==> config.mk <==
export PLATFORM = sky130hd
export DESIGN_NAME = grad_pulse_enc
export DESIGN_NICKNAME = d
export VERILOG_FILES = /design/src/rtl/grad_pulse_enc.sv
export SDC_FILE = /design/constraint.sdc
export NUM_CORES = 1
export LEC_CHECK = 0
export CAP_MARGIN = 5
export CELL_PAD_IN_SITES_DETAIL_PLACEMENT = 1
export CELL_PAD_IN_SITES_GLOBAL_PLACEMENT = 2
export CORE_ASPECT_RATIO = 1.75
export CORE_MARGIN = 4
export CORE_UTILIZATION = 30
export CTS_CLUSTER_SIZE = 14
export DETAILED_ROUTE_END_ITERATION = 12
export GPL_TIMING_DRIVEN = 0
export PLACE_DENSITY = 0.75
export SKIP_LAST_GASP = 1
export SYNTH_ARGS = -nofsm -noshare
export SYNTH_HDL_FRONTEND = slang
export SYNTH_SLANG_ARGS = --single-unit
==> constraint.sdc <==
create_clock -name clk_in -period 5.4 [get_ports clk_in]
set_input_delay 1.62 -clock clk_in [delete_from_list [all_inputs] [get_ports clk_in]]
set_output_delay 1.62 -clock clk_in [all_outputs]
set_load 0.03 [all_outputs]
==> src/rtl/grad_pulse_enc.sv <==
// Gradient-to-strobe burst encoder driving the stochastic weight-update accumulators.
// Define GRAD_PULSE_DETERMINISTIC_EN for error-diffusion strobes instead of the LFSR compare.
module grad_pulse_enc #(
    parameter int unsigned GRAD_WIDTH = 8,
    parameter int unsigned BURST_LEN  = 16,
    parameter logic [7:0]  LFSR_SEED  = 8'hA5
) (
    input  logic                             clk_in,
    input  logic                             rst_in,
    input  logic [GRAD_WIDTH-1:0]            grad_in,
    input  logic                             grad_valid_in,
    output logic                             grad_ready_out,
    input  logic                             abort_in,
    output logic [7:0]                       rnd_out,
    output logic                             prop_out,
    output logic                             inc_out,
    output logic                             busy_out,
    output logic                             done_out,
    output logic [$clog2(BURST_LEN+1)-1:0]   event_cnt_out
);

    localparam int unsigned     CntW    = $clog2(BURST_LEN + 1);
    localparam int unsigned     PShift  = 9 - GRAD_WIDTH;
    localparam logic [7:0]      SeedEff = (LFSR_SEED == 8'h00) ? 8'h01 : LFSR_SEED;
    localparam logic [CntW-1:0] LastCyc = CntW'(BURST_LEN - 1);

    typedef enum logic [1:0] {StIdle, StBurst, StDone} state_e;

    state_e                state_q, state_d;
    logic                  ready_q, ready_d;
    logic [7:0]            lfsr_q, lfsr_d;
    logic                  sign_q, sign_d;
    logic [7:0]            p_q, p_d;
    logic [CntW-1:0]       cyc_q, cyc_d;
    logic [CntW-1:0]       evt_q, evt_d;
    logic [CntW-1:0]       event_cnt_q, event_cnt_d;
    logic [GRAD_WIDTH-1:0] grad_abs;
    logic [GRAD_WIDTH-2:0] mag;
    logic [7:0]            p_new;
    logic                  hit;

    // Taps 8,6,5,4; a nonzero seed keeps the register out of the all-zero lock-up state.
    assign lfsr_d = {lfsr_q[6:0], lfsr_q[7] ^ lfsr_q[5] ^ lfsr_q[4] ^ lfsr_q[3]};

    // The most negative input has no positive twin, so its magnitude saturates.
    always_comb begin
        grad_abs = grad_in[GRAD_WIDTH-1] ? (~grad_in + GRAD_WIDTH'(1)) : grad_in;
        mag      = grad_abs[GRAD_WIDTH-1] ? {(GRAD_WIDTH-1){1'b1}} : grad_abs[GRAD_WIDTH-2:0];
        p_new    = 8'(mag) << PShift;
    end

`ifdef GRAD_PULSE_DETERMINISTIC_EN
    logic [7:0] phase_q, phase_d;
    logic [8:0] phase_sum;
    logic       handshake;

    assign handshake = (state_q == StIdle) & grad_valid_in & ready_q;
    assign phase_sum = {1'b0, phase_q} + {1'b0, p_q};
    assign hit       = phase_sum[8];

    always_comb begin
        phase_d = phase_q;
        if (handshake) begin
            phase_d = 8'h00;
        end else if (state_q == StBurst) begin
            phase_d = phase_sum[7:0];
        end
    end

    always_ff @(posedge clk_in or negedge rst_in) begin
        if (!rst_in) begin
            phase_q <= 8'h00;
        end else begin
            phase_q <= phase_d;
        end
    end
`else
    assign hit = (lfsr_q < p_q);
`endif

    always_comb begin
        state_d     = state_q;
        sign_d      = sign_q;
        p_d         = p_q;
        cyc_d       = cyc_q;
        evt_d       = evt_q;
        event_cnt_d = event_cnt_q;
        prop_out    = 1'b0;
        unique case (state_q)
            StIdle: begin
                if (grad_valid_in && ready_q) begin
                    state_d = StBurst;
                    sign_d  = grad_in[GRAD_WIDTH-1];
                    p_d     = p_new;
                    cyc_d   = '0;
                    evt_d   = '0;
                end
            end
            StBurst: begin
                prop_out = hit & ~abort_in;
                if (abort_in) begin
                    state_d = StIdle;
                end else begin
                    evt_d = evt_q + CntW'(prop_out);
                    cyc_d = cyc_q + CntW'(1);
                    if (cyc_q == LastCyc) begin
                        state_d     = StDone;
                        event_cnt_d = evt_d;
                    end
                end
            end
            StDone: state_d = StIdle;
            default: state_d = StIdle;
        endcase
        ready_d = (state_d == StIdle);
    end

    always_ff @(posedge clk_in or negedge rst_in) begin
        if (!rst_in) begin
            state_q     <= StIdle;
            ready_q     <= 1'b0;
            lfsr_q      <= SeedEff;
            sign_q      <= 1'b0;
            p_q         <= 8'h00;
            cyc_q       <= '0;
            evt_q       <= '0;
            event_cnt_q <= '0;
        end else begin
            state_q     <= state_d;
            ready_q     <= ready_d;
            lfsr_q      <= lfsr_d;
            sign_q      <= sign_d;
            p_q         <= p_d;
            cyc_q       <= cyc_d;
            evt_q       <= evt_d;
            event_cnt_q <= event_cnt_d;
        end
    end

    assign grad_ready_out = ready_q;
    assign rnd_out        = lfsr_q;
    assign inc_out        = prop_out & ~sign_q;
    assign busy_out       = (state_q == StBurst);
    assign done_out       = (state_q == StDone);
    assign event_cnt_out  = event_cnt_q;

endmodule

==> summary.md <==
| Metric | Value |
|---|---|
| Die H | 107 um |
| Clock transition at path regs | 60 ps |
| Overall routed net length | 3.83 mm |
| Layout cell share with drive strength beyond 1 | 12.5% |
| NumNets Final | 222 |
| DR vias/cell | 4.69 |
| Syn avg cell area | 10.3 um2 |
| Post-cts hold buffer count | 0 |
| Routed WL per cell | 13.9 um |
| CP max FO | 3 |
| Input/output buffers | 28 |
| First-pass GRT wire length | 6.65 mm |
| Final max-slew violation count | 0 |
| Commonest non-fill, non-tap cell in the layout | dfrtp_1 |
| CTS root buf | clkbuf_8 |
| Antenna violations before repair | 0 |
| Reg2Reg Depth | 9 |
| Worst Setup SP | abort_in |
| Vias in the first global route | 1420 |
| Reg2reg setup slack | 3210 ps |
| Clk_lat worst skew | 290 ps |
| CP endpoint kind | primary output |
| ANT nets after route | 0 |
| Syn nets | 187 |
| DRT Pass-1 Iters | 4 |
| Max_cap viols | 0 |
| Global-route usage over all layers | 12.6% |
| Site Rows | 36 |
| Critical Path RT | 3780 ps |
| # placed instances | 268 |
| Setup TNS | 0 ps |
| GPL Wtd Cong | 0.778 |
| Cells after synthesis | 164 |
| Worst Hold Class | flop to flop |
| Register area share after synthesis | 50.6% |
| PwrDens | 357 nW/um2 |
| Initial core utilization | 30.6% |
| CTS tree | done |
| Synth unique cells | 38 |
| Post-route minimum period | 4930 ps |
| Worst reg2reg path endpoint | evt_q[4]$_DFFE_PN0P_ |
| Final setup violation count | 0 |
| Vias | 1295 |
| Worst slew pin tran | 734 ps |
| Outcome | complete, no violations |
| Inserted Diodes | 0 |
| Die Area | 6960 um2 |
| Number of synthesis warnings | 0 |
| Core area | 5540 um2 |
| Die X | 64.8 um |
| Worst r2r src | rnd_out[7]$_DFF_PN1_ |
| Largest net degree at the start of global routing | 35 |
| Total gr overflow | 0 |
| Mapped cell area | 1690 um2 |
| Post_cts resized | 0 |
| Ports | 30 |
| Post-DP HPWL | 2.99 mm |
| Unrepaired setup endpoints after global routing | no |
| Filler instances | 626 |
| Fin crit share | 91.3% |
| Post-CTS Setup Bufs | 0 |
| Worst EP arrival | 3310 ps |
| Clk buf depth | 2 |
| Finished Core Util | 39.2% |
| Area Overhead vs Synth | 28.2% |
| Most frequent cells in the layout | 30 x dfrtp_1, 27 x clkdlybuf4s50_1, 13 x inv_1, 13 x nor2_1 |
| Crit path capture | inc_out |
| Setup crit start kind | primary input |
| First DRT Iteration DRCs | 36 |
| Clk sinks | 34 |
| H-tree depth | 2 |
| Fin cells | 276 |
| Peak supply drop | 0.131 mV |
| Leak pwr | 0.979 nW |
| Number of synthesized register bits | 34 |
| DRC viols | 0 |
| Final Skew | 12.6 ps |
| Clock buffer count from CTS | 5 |
| Kind of critical path | primary input to primary output |
| Achievable Freq | 0.203 GHz |
| Fin. Hold Viols | 0 |
| Worst slew margin | 51.0% |
[cell families after synthesis]
family / count (synthesis) / share of synthesized area, %
xor gates and xnor gates: 9 / 4.66
AOI/OAI and AO/OA: 35 / 12.8
DFF: 34 / 50.6
adders and majority gates: 11 / 8.13
buffers and inverters: 24 / 6.95
muxes: 2 / 1.33
and+or+nand+nor: 49 / 15.6
[Yosys cell counts]
master | count | area [um2]
buf_2 | 1 | 5.00
a2111oi_0 | 1 | 8.76
clkbuf_1 | 3 | 11.3
and2_1 | 1 | 6.26
nor2_1 | 13 | 48.8
a21oi_1 | 10 | 50.1
nand4_1 | 2 | 12.5
nor4_1 | 1 | 6.26
xor2_1 | 5 | 43.8
nor3_1 | 2 | 10.0
o21ai_0 | 11 | 55.1
o211ai_1 | 1 | 7.51
a22o_1 | 5 | 43.8
or2_2 | 1 | 6.26
nor3b_2 | 1 | 12.5
inv_1 | 13 | 48.8
nor4_2 | 1 | 12.5
or3b_1 | 1 | 8.76
dfrtp_1 | 30 | 751
or3_1 | 3 | 18.8
nand2b_1 | 4 | 25.0
mux2_2 | 2 | 22.5
nand2_1 | 10 | 37.5
or3_4 | 1 | 11.3
o22ai_1 | 1 | 6.26
ha_1 | 11 | 138
nor4bb_1 | 1 | 10.0
buf_4 | 7 | 52.6
xnor2_1 | 4 | 35.0
o2bb2ai_1 | 1 | 8.76
o21a_1 | 1 | 7.51
a31oi_1 | 2 | 12.5
dfstp_2 | 4 | 105
nand3_1 | 5 | 25.0
o31ai_1 | 1 | 7.51
nor2b_1 | 1 | 6.26
o31a_1 | 1 | 8.76
and3_1 | 1 | 6.26
[report_power, final]
| part | switching (mW) | internal, mW | leakage, nW |
|---|---|---|---|
| logic | 0.120 | 0.0879 | 0.492 |
| registers | 0.0339 | 0.304 | 0.435 |
| clock network | 0.0912 | 0.138 | 0.0524 |
| total | 0.245 | 0.530 | 0.979 |
[metrics by stage]
stage | power (mW) | worst slack, ps | hold WS, ps | area [um2]
2_1_floorplan | 0.475 | 993 | 368 | 1690
3_3_place_gp | 0.542 | 443 | 394 | 2070
3_5_place_dp | 0.556 | 462 | 396 | 2060
4_1_cts | 0.788 | 451 | 406 | 2170
5_1_grt | 0.829 | 311 | 421 | 2170
6_report | 0.775 | 471 | 403 | 2170
[critical path, stage by stage]
cell and delay (ps):
clkdlybuf4s50_1 460, nor2_1 110, o211ai_1 150, nor4_1 250
clkdlybuf4s50_1 720
[layout make-up]
type	instances	area (um2)	area share [%]
multi-input cells	106	719	33.2
repair buffers	28	275	12.7
clock buffers	7	76.3	3.52
flip-flops and latches	34	856	39.4
plain buffers	11	68.8	3.17
clock inverters	1	30.0	1.38
inverters	13	48.8	2.25
well taps	76	95.1	4.38
[layer usage]
layer	share of wire [%]	global-route usage [%]
met2	52	22.2
met3	3.5	3.03
met5	0	0
met4	2.4	6.35
met1	42	13.8
[state kept, by name, indices dropped and copies added, names as in the netlist]
register and count:
sign_q 1, cyc_q 5, event_cnt_out 5, evt_q 5
rnd_out 8, state_q 2, p_q 7, grad_ready_out 1
[how the worst min path moves through the flow]
stage | cells past startpoint | endpoint | start | slack, ps
after CTS | 0 | rnd_out[1]$_DFF_PN0_ | rnd_out[0]$_DFF_PN1_ | 410
after floorplan | 0 | rnd_out[2]$_DFF_PN1_ | rnd_out[1]$_DFF_PN0_ | 370
final | 0 | rnd_out[1]$_DFF_PN0_ | rnd_out[0]$_DFF_PN1_ | 400
after global routing | 0 | rnd_out[1]$_DFF_PN0_ | rnd_out[0]$_DFF_PN1_ | 420
after detailed placement | 0 | rnd_out[1]$_DFF_PN0_ | rnd_out[0]$_DFF_PN1_ | 400
after global placement | 0 | rnd_out[1]$_DFF_PN0_ | rnd_out[0]$_DFF_PN1_ | 390
No activity file was read; power rests on OpenSTA's default activity.
